**src/rtl/mem_stage_pkg.sv**
```systemverilog
// Shared types and defaults for the MEM stage: access FSM state encoding
// and default datapath / timeout sizing.
package mem_stage_pkg;

  typedef enum logic {
    IDLE = 1'b0,
    WAIT = 1'b1
  } mem_state_e;

  localparam int DEFAULT_DATA_W         = 32;
  localparam int DEFAULT_TIMEOUT_CYCLES = 16;
  localparam int DEFAULT_CNT_W          = 5;

endpackage

```
**src/rtl/dmem_access_fsm.sv**
```systemverilog
// Data-memory access sequencer: ready/valid request, wait-state stall,
// timeout abort and the sticky bus_err flag.
module dmem_access_fsm
  import mem_stage_pkg::*;
#(
  parameter int TIMEOUT_CYCLES = DEFAULT_TIMEOUT_CYCLES,
  parameter int CNT_W          = DEFAULT_CNT_W
) (
  input  logic clk,
  input  logic reset,
  input  logic access,
  input  logic misaligned,
  input  logic dmem_ready,
  output logic dmem_req,
  output logic mem_stall,
  output logic abort,
  output logic bus_err
);

  mem_state_e       state_q, state_d;
  logic [CNT_W-1:0] cnt_q, cnt_d;
  logic             err_q, err_d;
  logic             at_limit;

  assign at_limit = (cnt_q == CNT_W'(TIMEOUT_CYCLES));
  assign bus_err  = err_q;

  always_ff @(posedge clk) begin
    if (!reset) begin
      state_q <= IDLE;
      cnt_q   <= '0;
      err_q   <= 1'b0;
    end else begin
      state_q <= state_d;
      cnt_q   <= cnt_d;
      err_q   <= err_d;
    end
  end

  always_comb begin
    state_d = state_q;
    cnt_d   = cnt_q;
    err_d   = err_q;
    case (state_q)
      IDLE: begin
        if (access) begin
          if (misaligned) begin
            err_d = 1'b1;
          end else if (!dmem_ready) begin
            state_d = WAIT;
            cnt_d   = CNT_W'(1);
          end
        end
      end
      WAIT: begin
        if (dmem_ready) begin
          state_d = IDLE;
          cnt_d   = '0;
        end else if (at_limit) begin
          state_d = IDLE;
          cnt_d   = '0;
          err_d   = 1'b1;
        end else begin
          cnt_d = cnt_q + CNT_W'(1);
        end
      end
      default: begin
        state_d = IDLE;
        cnt_d   = '0;
      end
    endcase
  end

  // Everything visible upstream is forced quiet while reset is held low.
  always_comb begin
    dmem_req  = 1'b0;
    mem_stall = 1'b0;
    abort     = 1'b0;
    if (reset) begin
      case (state_q)
        IDLE: begin
          if (access) begin
            if (misaligned) begin
              abort = 1'b1;
            end else begin
              dmem_req  = 1'b1;
              mem_stall = !dmem_ready;
            end
          end
        end
        WAIT: begin
          dmem_req = access & !misaligned;
          if (!dmem_ready) begin
            if (at_limit) abort = 1'b1;
            else          mem_stall = 1'b1;
          end
        end
        default: ;
      endcase
    end
  end

endmodule

```
**src/rtl/mem_wb_stage.sv**
```systemverilog
// MEM stage with MEM/WB pipeline register: branch/jump redirect, data-memory
// access and writeback registers. Optional build macro: MISALIGN_CHECK_EN.
module mem_wb_stage
  import mem_stage_pkg::*;
#(
  parameter int DATA_W         = DEFAULT_DATA_W,
  parameter int TIMEOUT_CYCLES = DEFAULT_TIMEOUT_CYCLES,
  parameter int CNT_W          = DEFAULT_CNT_W
) (
  input  logic              clk,
  input  logic              reset,
  input  logic              RegWrite_in,
  input  logic              MemtoReg_in,
  input  logic              Branch_in,
  input  logic              MemRead_in,
  input  logic              MemWrite_in,
  input  logic              Jump_in,
  input  logic [DATA_W-1:0] jump_addr_in,
  input  logic [DATA_W-1:0] branch_addr_in,
  input  logic              ALU_zero_in,
  input  logic [DATA_W-1:0] ALU_result_in,
  input  logic [DATA_W-1:0] reg_read_data_2_in,
  input  logic [4:0]        EX_MEM_RegisterRd_in,
  output logic              dmem_req,
  output logic              dmem_we,
  output logic [DATA_W-1:0] dmem_addr,
  output logic [DATA_W-1:0] dmem_wdata,
  input  logic              dmem_ready,
  input  logic [DATA_W-1:0] dmem_rdata,
  output logic              mem_stall,
  output logic              PCSrc,
  output logic [DATA_W-1:0] pc_target,
  output logic              EX_Flush,
  output logic              bus_err,
  output logic              RegWrite_out,
  output logic              MemtoReg_out,
  output logic [DATA_W-1:0] mem_read_data_out,
  output logic [DATA_W-1:0] ALU_result_out,
  output logic [4:0]        MEM_WB_RegisterRd_out
);

  logic access;
  logic is_read;
  logic misaligned;
  logic abort;
  logic take;

  assign access     = MemRead_in | MemWrite_in;
  assign is_read    = MemRead_in & !MemWrite_in;
  assign dmem_addr  = ALU_result_in;
  assign dmem_wdata = reg_read_data_2_in;
  assign dmem_we    = MemWrite_in;

`ifdef MISALIGN_CHECK_EN
  assign misaligned = |ALU_result_in[1:0];
`else
  assign misaligned = 1'b0;
`endif

  dmem_access_fsm #(
    .TIMEOUT_CYCLES(TIMEOUT_CYCLES),
    .CNT_W         (CNT_W)
  ) u_fsm (
    .clk       (clk),
    .reset     (reset),
    .access    (access),
    .misaligned(misaligned),
    .dmem_ready(dmem_ready),
    .dmem_req  (dmem_req),
    .mem_stall (mem_stall),
    .abort     (abort),
    .bus_err   (bus_err)
  );

  // Redirect: jump wins over a taken branch; held off while the stage stalls.
  assign take      = Jump_in | (Branch_in & ALU_zero_in);
  assign PCSrc     = reset & !mem_stall & take;
  assign pc_target = Jump_in ? jump_addr_in : branch_addr_in;
  assign EX_Flush  = PCSrc;

  // MEM/WB register: bubble on stall, squashed writeback on abort.
  always_ff @(posedge clk) begin
    if (!reset) begin
      RegWrite_out          <= 1'b0;
      MemtoReg_out          <= 1'b0;
      mem_read_data_out     <= '0;
      ALU_result_out        <= '0;
      MEM_WB_RegisterRd_out <= '0;
    end else if (mem_stall) begin
      RegWrite_out <= 1'b0;
      MemtoReg_out <= 1'b0;
    end else begin
      RegWrite_out          <= RegWrite_in & !abort;
      MemtoReg_out          <= MemtoReg_in;
      mem_read_data_out     <= (is_read && !abort) ? dmem_rdata : '0;
      ALU_result_out        <= ALU_result_in;
      MEM_WB_RegisterRd_out <= EX_MEM_RegisterRd_in;
    end
  end

endmodule

```
**config.mk**
```make
export PLATFORM = sky130hd
export DESIGN_NAME = mem_wb_stage
export DESIGN_NICKNAME = d
export VERILOG_FILES = /design/src/rtl/mem_stage_pkg.sv /design/src/rtl/dmem_access_fsm.sv /design/src/rtl/mem_wb_stage.sv
export SDC_FILE = /design/constraint.sdc
export NUM_CORES = 1
export LEC_CHECK = 0
export CORE_AREA = 4 4 132 134
export CTS_BUF_LIST = sky130_fd_sc_hd__clkbuf_4
export DETAILED_ROUTE_END_ITERATION = 10
export DIE_AREA = 0 0 136 138
export SKIP_CTS_REPAIR_TIMING = 1
export SLEW_MARGIN = 40
export SYNTH_ARGS = -nofsm -noshare
export SYNTH_HDL_FRONTEND = slang
export SYNTH_SLANG_ARGS = --single-unit
```
**constraint.sdc**
```tcl
create_clock -name clk -period 2.33 [get_ports clk]
set_clock_uncertainty 0.05 [all_clocks]
set_input_delay 0.466 -clock clk [delete_from_list [all_inputs] [get_ports clk]]
set_output_delay 0.466 -clock clk [all_outputs]
set_load 0.05 [all_outputs]
```
==> impl_metrics.toml, run 1 <==
[synth]
synth_top_area_cell = "dfxtp_1"
postSynthAreaPerCell_um2 = 9.69
synth_cells = 395
synth_enable_flop_cells = 0
yosysMostFrequentCell = "dfxtp_1"
netlist.area_leader.share = 0.408
synth_nets = 572
ys_ff_latch = 78
synth_top_flop_cell = "dfxtp_1"
synth_area_leaders = "dfxtp_1 41%, buf_4 13%, mux2i_1 9.7%"
yosysUniqueCellTypes = 32
async_flop_share = 0
synth_common_cells = "78 x dfxtp_1, 75 x nand2_1, 68 x buf_4, 37 x mux2i_1"
yosysWarnings = 0
synth_area_mm2 = 0.00383
yosysSeqAreaShare = 0.408

[placement]
place_inst = 820
io_buffer_count = 283
place_congestion = 0.791
place_hpwl_um = 10900

[global_route]
grtUsageMet1 = 0.143
grt_pass1_wl_um = 20300
grt_pass1_vias = 3762
grt_overflow = 0
grt_use_met2 = 0.237
antenna_found_initial = 0
grtUsageMet3 = 0.0749
grt_max_degree = 107
track_usage = 0.137
busiest_layer = "met2"

[route]
drtIter0Drc = 120
vias = 3634
via_per_inst = 4.33
firstDrtPassIters = 4
wl_um = 13600
post_drt_wl_per_cell_um = 16.2
postRouteAntennaNets = 0
route.detailed.drc = 0

[critical_path]
r2r-start = "u_fsm.cnt_q[0]"
crit_type = "reg -> out"
r2r-end = "ALU_result_out[2]"
rrSetupSlack_ps = 380
critical_path.max_fanout = 3
arrival_ps = 1820
r2r_cells = 6
cp-end-kind = "output pin"
start_kind = "register"
required_ps = 1810

[floorplan]
dieArea_mm2 = 0.0188
rows = 47
ioPinCount = 348
die_w_um = 136
die_h_um = 138
core-area_mm2 = 0.0163
initial_utilization = 0.235

[timing]
tns_ps = -7.74
drv_slew = 0
timing.fmax_mhz = 428
maxSlewHeadroom = 0.479
layout_min_cycle_time_ps = 2330
setup_viol = 2
final.setup.worst_slack_ps = -3.93
rsz0062_at_grt = "yes"
tightestPinTransition_ps = 782
hold_viol = 0
period_share = 1.00

[layout]
antennaDiodeCount = 0
nNetsFinal = 791
area_growth_pct = 82.9
final_util = 0.430
instances_no_fill = 839
nFillCells = 1566
final_layout_size_suffix_gt1_frac = 0.242

[worst_hold_path]
min_from = "reset"
holdPathStages = 2
worstHoldPathType = "in -> reg"
min_to = "u_fsm.cnt_q[4]"

[cts]
clock_latency_ps = 440
cts_made_buffers = 9
root_buffer = "clkbuf_4"
cts.sinks = 78
cts.path.max_buffers = 2
path_clk_slew_ps = 130
cts_tree = "built"
h-tree-depth = 3

[power_and_ir_drop]
p_total_w = 0.00386
power_density_mw_per_mm2 = 552
power_leakage_nw = 2.83
peakVddDrop_mv = 0.401

[outcome]
violations = "negative setup slack"
status = "finished, violations left"

[job]
maxCapViolCount = 0
==> critical path, stage by stage (launching register included) <==
cell,delay (ps)
dfxtp_2,360
inv_2,70
ha_4,120
and4bb_2,290
nor2_4,60
nor3_4,290
buf_12,180
==> placed cells by master, fill, tap and decap left out, types with 2 or more instances in the layout <==
cell type          n
a21oi_1            4
a31oi_1            2
a32o_1            32
buf_12            42
buf_4             46
bufinv_16          2
clkbuf_4           9
clkdlybuf4s50_1  213
dfxtp_1           76
dfxtp_2            2
inv_1              3
inv_2              2
mux2_2            32
mux2i_1           37
nand2_1           75
nand3_1            7
nor2_1             6
o21ai_0            2
==> state kept, by name (all words and copies together), names as in the netlist <==
signal,count
ALU_result_out,32
mem_read_data_out,32
MEM_WB_RegisterRd_out,5
u_fsm.cnt_q,5
MemtoReg_out,1
RegWrite_out,1
u_fsm.bus_err,1
u_fsm.state_q,1
==> cells by family after synthesis <==
logic type | synth area share
buf+inv | 0.171
compound gates | 0.113
fa+ha+maj | 0.00654
simple gates | 0.110
mux | 0.191
flops | 0.408
==> how the worst max path moves through the flow <==
stage                   start       end  slack [ps]  cells after the start
2_1_floorplan           reset     PCSrc         0.9                      5
3_3_place_gp      MemWrite_in  EX_Flush        -200                      6
3_5_place_dp       MemRead_in  EX_Flush        -200                      6
4_1_cts        u_fsm.cnt_q[0]  EX_Flush        -240                      6
5_1_grt        u_fsm.cnt_q[0]     PCSrc        -110                      6
6_report       u_fsm.cnt_q[0]  EX_Flush          -4                      6
==> metal layers <==
metal | routed length [um] | up-vias
li1 | - | 1747
met1 | 4980 | 1667
met2 | 6710 | 202
met3 | 1700 | 18
met4 | 180 | 0
met5 | 0 | -
==> layout make-up <==
type,instances,area (um^2),share of cell area
timing repair buffer,302,3330,0.476
multi-input combinational,218,1650,0.235
sequential,78,1560,0.223
tap,220,275,0.0393
clock inverter,7,96.3,0.0138
clock buffer,9,67.6,0.00965
inverter,5,18.8,0.00268
==> metrics by stage <==
| stage | instance area (um^2) | hold WS [ps] | setup WS (ps) |
|---|---|---|---|
| floorplan | 3840 | 428 | 0.920 |
| global placement | 6780 | 391 | -197 |
| detailed placement | 6790 | 397 | -202 |
| CTS | 6950 | 193 | -243 |
| global route | 7000 | 194 | -113 |
| finish | 7000 | 247 | -3.93 |
==> where the power goes <==
| part | internal (W) | switching (W) |
|---|---|---|
| Clock | 0.000440 | 0.000494 |
| Sequential | 0.00141 | 0.0000377 |
| Combinational | 0.000658 | 0.000825 |
Note: power is estimated with default switching activity, not from simulation.
==> run 2, diff against run 1 <==
--- a/config.mk
+++ b/config.mk
@@ -13,4 +13,5 @@
 export SLEW_MARGIN = 40
 export SYNTH_ARGS = -nofsm -noshare
 export SYNTH_HDL_FRONTEND = slang
+export SYNTH_HIERARCHICAL = 1
 export SYNTH_SLANG_ARGS = --single-unit
==> run 2 against run 1 <==
Effect of this change: the run still ends with negative setup slack left; die area did not move; routed wire length up 9.3%; highest routed layer unchanged; design area is 6.4% higher; critical endpoint is now PCSrc.
==> impl_metrics.toml, run 2 <==
[outcome]
status = "finished, violations left"
violations = "negative setup slack"

[critical_path]
required_ps = 1810
arrival_ps = 2080
cp.depth = 7
crit_slowest_cell = "dfxtp_4"
cp-end-kind = "output pin"
r2r-start = "u_fsm/cnt_q[0]"
critical_path_buf_inv_count = 2
critPathTopFamily = "simple AND/OR/NAND/NOR gates"
critical_path.max_fanout = 5
crit_chain = "inv_2, ha_4, nor4bb_4, o21ai_2, and3_4, nor3b_4, buf_6"
r2r-end = "ALU_result_out[0]"
r2r_cells = 10
rrSetupSlack_ps = 260
critPathCapture = "PCSrc"
start_kind = "register"
max_stage_delay_ps = 390
crit_type = "reg -> out"
crit_start = "u_fsm/cnt_q[0]"

[synth]
ys_ff_latch = 78
yosysUniqueCellTypes = 31
synth_cells = 356
synth_area_mm2 = 0.00383
synth_top_area_cell = "dfxtp_1"
yosysWarnings = 6
async_flop_share = 0
yosysSeqAreaShare = 0.407
synth_area_leaders = "dfxtp_1 41%, buf_4 14%, mux2i_1 9.7%"
synth_top_flop_cell = "dfxtp_1"
synth_enable_flop_cells = 0
synth_common_cells = "78 x dfxtp_1, 70 x buf_4, 39 x nor2b_1, 37 x mux2i_1"
postSynthAreaPerCell_um2 = 10.8
yosysMostFrequentCell = "dfxtp_1"
netlist.area_leader.share = 0.407

[global_route]
grt_max_degree = 40
grt_pass1_vias = 3767
antenna_found_initial = 2
track_usage = 0.153
grt_pass1_wl_um = 22100
grt_overflow = 0

[timing]
whs_ps = 432
drv_slew = 0
timing.fmax_mhz = 385
setup_viol = 3
tightestPinTransition_ps = 684
final.setup.worst_slack_ps = -267
layout_min_cycle_time_ps = 2600
period_share = 1.11
rsz0062_at_grt = "yes"
maxSlewHeadroom = 0.543
hold_viol = 0

[route]
vias = 3516
postRouteAntennaNets = 0
drtIter0Drc = 65
post_drt_wl_per_cell_um = 18.3
route.detailed.drc = 0
firstDrtPassIters = 4
wl_um = 14800
via_per_inst = 4.34

[cts]
clock_latency_ps = 430
cts_tree = "built"
h-tree-depth = 3
cts.path.max_buffers = 2
cts.sinks = 78
path_clk_slew_ps = 130
root_buffer = "clkbuf_4"
cts_made_buffers = 9

[floorplan]
die_w_um = 136
initial_utilization = 0.235
core-area_mm2 = 0.0163
ioPinCount = 348
dieArea_mm2 = 0.0188
rows = 47
die_h_um = 138

[layout]
nNetsFinal = 761
area_growth_pct = 94.1
final_common_cell = "clkdlybuf4s50_1"
nFillCells = 1509
multi_input_area_mm2 = 0.00165
final_cell_mix = "212 x clkdlybuf4s50_1, 76 x dfxtp_1, 71 x buf_12"
final_layout_size_suffix_gt1_frac = 0.261
final_util = 0.457
top_regs = "ALU_result_out x32, mem_read_data_out x32"
seq_area_mm2 = 0.00157

[placement]
place_congestion = 0.787
place_hpwl_um = 12200
io_buffer_count = 283

[power_and_ir_drop]
peakVddDrop_mv = 0.286
power_density_mw_per_mm2 = 547
power_leakage_nw = 2.84

[worst_hold_path]
worstHoldPathType = "reg -> reg"

[job]
maxCapViolCount = 0
run 2: changes by cell type after synthesis, moves of 2 or more:
| cell | before | now |
|---|---|---|
| nand2_1 | 75 | 2 |
| and3_1 | 1 | 3 |
| and2_1 | 0 | 2 |
| nor2_1 | 8 | 0 |
| nor2b_1 | 1 | 39 |
| a31oi_1 | 2 | 4 |
| buf_6 | 1 | 6 |
| buf_4 | 68 | 70 |
| nand3_1 | 7 | 9 |
| clkbuf_1 | 16 | 6 |
| o21ai_0 | 3 | 1 |
| or4b_1 | 0 | 2 |
run 2: through the flow:
step                      power, W  std cells  TNS, ps  area [um^2]  worst slack, ps
final                      0.00407        811     -680         7440             -267
after global routing       0.00425        811    -1270         7440             -481
after CTS                  0.00414        806    -1090         7380             -381
after detailed placement   0.00304        790   -18180         7200             -357
after global placement     0.00303        790   -13850         7190             -376
after floorplan            0.00242        358     -934         3890             -589
run 2: worst min-delay path by stage:
stage                               startpoint              endpoint  slack, ps  cells after the start
final                     mem_read_data_out[8]  mem_read_data_out[8]        430                      1
after global routing      mem_read_data_out[8]  mem_read_data_out[8]        450                      1
after CTS                 mem_read_data_out[8]  mem_read_data_out[8]        440                      1
after detailed placement  mem_read_data_out[8]  mem_read_data_out[8]        400                      1
after global placement    mem_read_data_out[8]  mem_read_data_out[8]        400                      1
after floorplan                 u_fsm/cnt_q[1]        u_fsm/cnt_q[1]        420                      2
run 2: per-layer routing:
layer / global-route usage / vias up / share of wire
met1: 0.153 / 1649 / 0.34
met4: 0.0531 / 0 / 0.022
li1: - / 1648 / -
met3: 0.0919 / 20 / 0.14
met5: 0 / - / 0
met2: 0.260 / 199 / 0.51
run 2: final cells by class:
cell class                 count  share of cell area
tap                          220              0.0370
timing repair buffer         306               0.502
multi-input combinational    183               0.222
clock inverter                 7              0.0161
inverter                       6             0.00303
sequential                    78               0.210
clock buffer                   9             0.00908
antenna                        2            0.000672
run 2: worst register-to-register path, cell delays in order, from the launching register on:
cell	delay [ps]
dfxtp_4	400
inv_2	50
ha_4	150
nor4bb_4	160
o21ai_2	170
and3_4	220
buf_4	180
buf_4	160
buf_12	170
mux2i_1	210
nor2b_1	60
run 2: power by group:
group,internal [W],total [W],switching [W]
combinational,0.000761,0.00158,0.000815
clock,0.000547,0.00105,0.000507
sequential,0.00140,0.00144,0.0000377
run 2: cells by family after synthesis:
family	share of synthesized area
mux	0.191
buf+inv	0.178
fa+ha+maj	0.00652
compound gates	0.0982
simple gates	0.118
other cells	0.000978
flops	0.407
==> run 3, diff against run 2 <==
--- a/config.mk
+++ b/config.mk
@@ -9,8 +9,9 @@
 export CTS_BUF_LIST = sky130_fd_sc_hd__clkbuf_4
 export DETAILED_ROUTE_END_ITERATION = 10
 export DIE_AREA = 0 0 136 138
+export PLACE_DENSITY_LB_ADDON = 0.25
 export SKIP_CTS_REPAIR_TIMING = 1
-export SLEW_MARGIN = 40
+export SLEW_MARGIN = 20
 export SYNTH_ARGS = -nofsm -noshare
 export SYNTH_HDL_FRONTEND = slang
 export SYNTH_HIERARCHICAL = 1
==> run 3 against run 2 <==
Effect of this change: the flow still finishes with violations (negative setup slack); worst setup slack better by 66 ps; first-iteration DRC count grew 3.1%; register-to-register slack worse by 120 ps; flip-flop and latch count stayed put; sequential share of layout area up 0.42 points; power down 4.2%; cell count increased by 0.86%; count of clock-buffer cells in the layout unchanged; routed wire length shrank 7.3%; combinational power is 4% lower; die area stayed put; global-route usage down 1.3 points; largest cell class unchanged.
==> impl_metrics.toml, run 3 (synthesis gave the netlist of run 2 again) <==
[worst_hold_path]
holdPathStages = 2
worstHoldPathType = "reg -> reg"

[timing]
drv_slew = 0
period_share = 1.09
setup_viol = 3
final.setup.worst_slack_ps = -201
maxSlewHeadroom = 0.636
tightestPinTransition_ps = 544
hold_viol = 0
rsz0062_at_grt = "yes"
timing.fmax_mhz = 395
layout_min_cycle_time_ps = 2530
tns_ps = -478

[critical_path]
start_kind = "register"
crit_start = "u_fsm/cnt_q[1]"
r2r_cells = 11
rrSetupSlack_ps = 140
critPathCapture = "PCSrc"
crit_type = "reg -> out"
required_ps = 1810
r2r-start = "u_fsm/cnt_q[1]"
critical_path.max_fanout = 2
r2r-end = "mem_read_data_out[20]"
arrival_ps = 2010
cp-end-kind = "output pin"

[route]
vias = 3494
drtIter0Drc = 67
postRouteAntennaNets = 0
firstDrtPassIters = 4
wl_um = 13700
route.detailed.drc = 0
via_per_inst = 4.27
post_drt_wl_per_cell_um = 16.8

[layout]
top_regs = "ALU_result_out x32, mem_read_data_out x32"
area_growth_pct = 90.2
final_common_cell = "clkdlybuf4s50_1"
instances_no_fill = 818
nFillCells = 1504
multi_input_area_mm2 = 0.00165
nNetsFinal = 767
final_cell_mix = "210 x clkdlybuf4s50_1, 75 x dfxtp_1, 56 x buf_12"
final_layout_size_suffix_gt1_frac = 0.272
seq_area_mm2 = 0.00157

[global_route]
track_usage = 0.140
grt_pass1_vias = 3693
grt_pass1_wl_um = 20500
grt_max_degree = 34
grt_overflow = 0
antenna_found_initial = 2

[power_and_ir_drop]
peakVddDrop_mv = 0.283
power_leakage_nw = 2.81
power_density_mw_per_mm2 = 535
p_total_w = 0.00390

[placement]
place_inst = 791
place_hpwl_um = 11000
place_congestion = 0.735
place_ws_ps = -328
io_buffer_count = 283

[floorplan]
dieArea_mm2 = 0.0188
die_h_um = 138
die_w_um = 136
rows = 47
ioPinCount = 348
initial_utilization = 0.235
core-area_mm2 = 0.0163

[job]
maxCapViolCount = 0

[cts]
path_clk_slew_ps = 130
cts_made_buffers = 9
h-tree-depth = 3
root_buffer = "clkbuf_4"
cts_tree = "built"
clock_latency_ps = 440
cts.path.max_buffers = 2
cts.sinks = 78

[outcome]
status = "finished, violations left"
violations = "negative setup slack"
run 3: cell types whose count changed in the layout (fill, tap and decap cells not counted), sizes merged:
cell	change
clkdlybuf4s50	-2
diode	+1
inv	+1
clkbuf	+1
buf	+5
bufinv	-1
dlymetal6s2s	+2
run 3: routing by layer:
metal  routed length [um]  global-route usage  share of wire
met1                 5000               0.143           0.36
met2                 6780               0.236           0.49
met3                 1730              0.0821           0.13
met4                  237              0.0462          0.017
met5                    0                   0              0
run 3: through the flow:
| step | util | hold WS (ps) | instance area (um^2) |
|---|---|---|---|
| floorplan | - | 423 | 3890 |
| global route | 0.448 | 447 | 7290 |
| CTS | 0.440 | 425 | 7170 |
| global placement | 0.430 | 395 | 7010 |
| finish | 0.448 | 426 | 7290 |
| detailed placement | 0.430 | 404 | 7010 |
run 3: where the power goes:
group	total (W)	switching [W]	internal, W
registers	0.00144	0.0000347	0.00140
clock network	0.000944	0.000504	0.000440
logic	0.00152	0.000800	0.000718
run 3: layout make-up:
class,count,area share
clock inverter,7,0.0132
tap,220,0.0377
antenna,3,0.00103
sequential,78,0.215
timing repair buffer,312,0.495
inverter,6,0.00309
multi-input combinational,183,0.226
clock buffer,9,0.00926
run 3: worst min-delay path by stage:
stage	from	end	slack [ps]
global route	mem_read_data_out[11]	mem_read_data_out[11]	450
finish	u_fsm/bus_err	u_fsm/bus_err	430
detailed placement	mem_read_data_out[4]	mem_read_data_out[4]	400
CTS	u_fsm/bus_err	u_fsm/bus_err	430
global placement	mem_read_data_out[30]	mem_read_data_out[30]	390
floorplan	u_fsm/cnt_q[1]	u_fsm/cnt_q[1]	420
run 3: critical path, stage by stage, from the launching register on:
cell and delay [ps]:
dfxtp_2 350, inv_2 60, ha_4 130, nor4bb_4 250, o21ai_2 110, and3_4 180, nor3b_4 290, buf_6 210
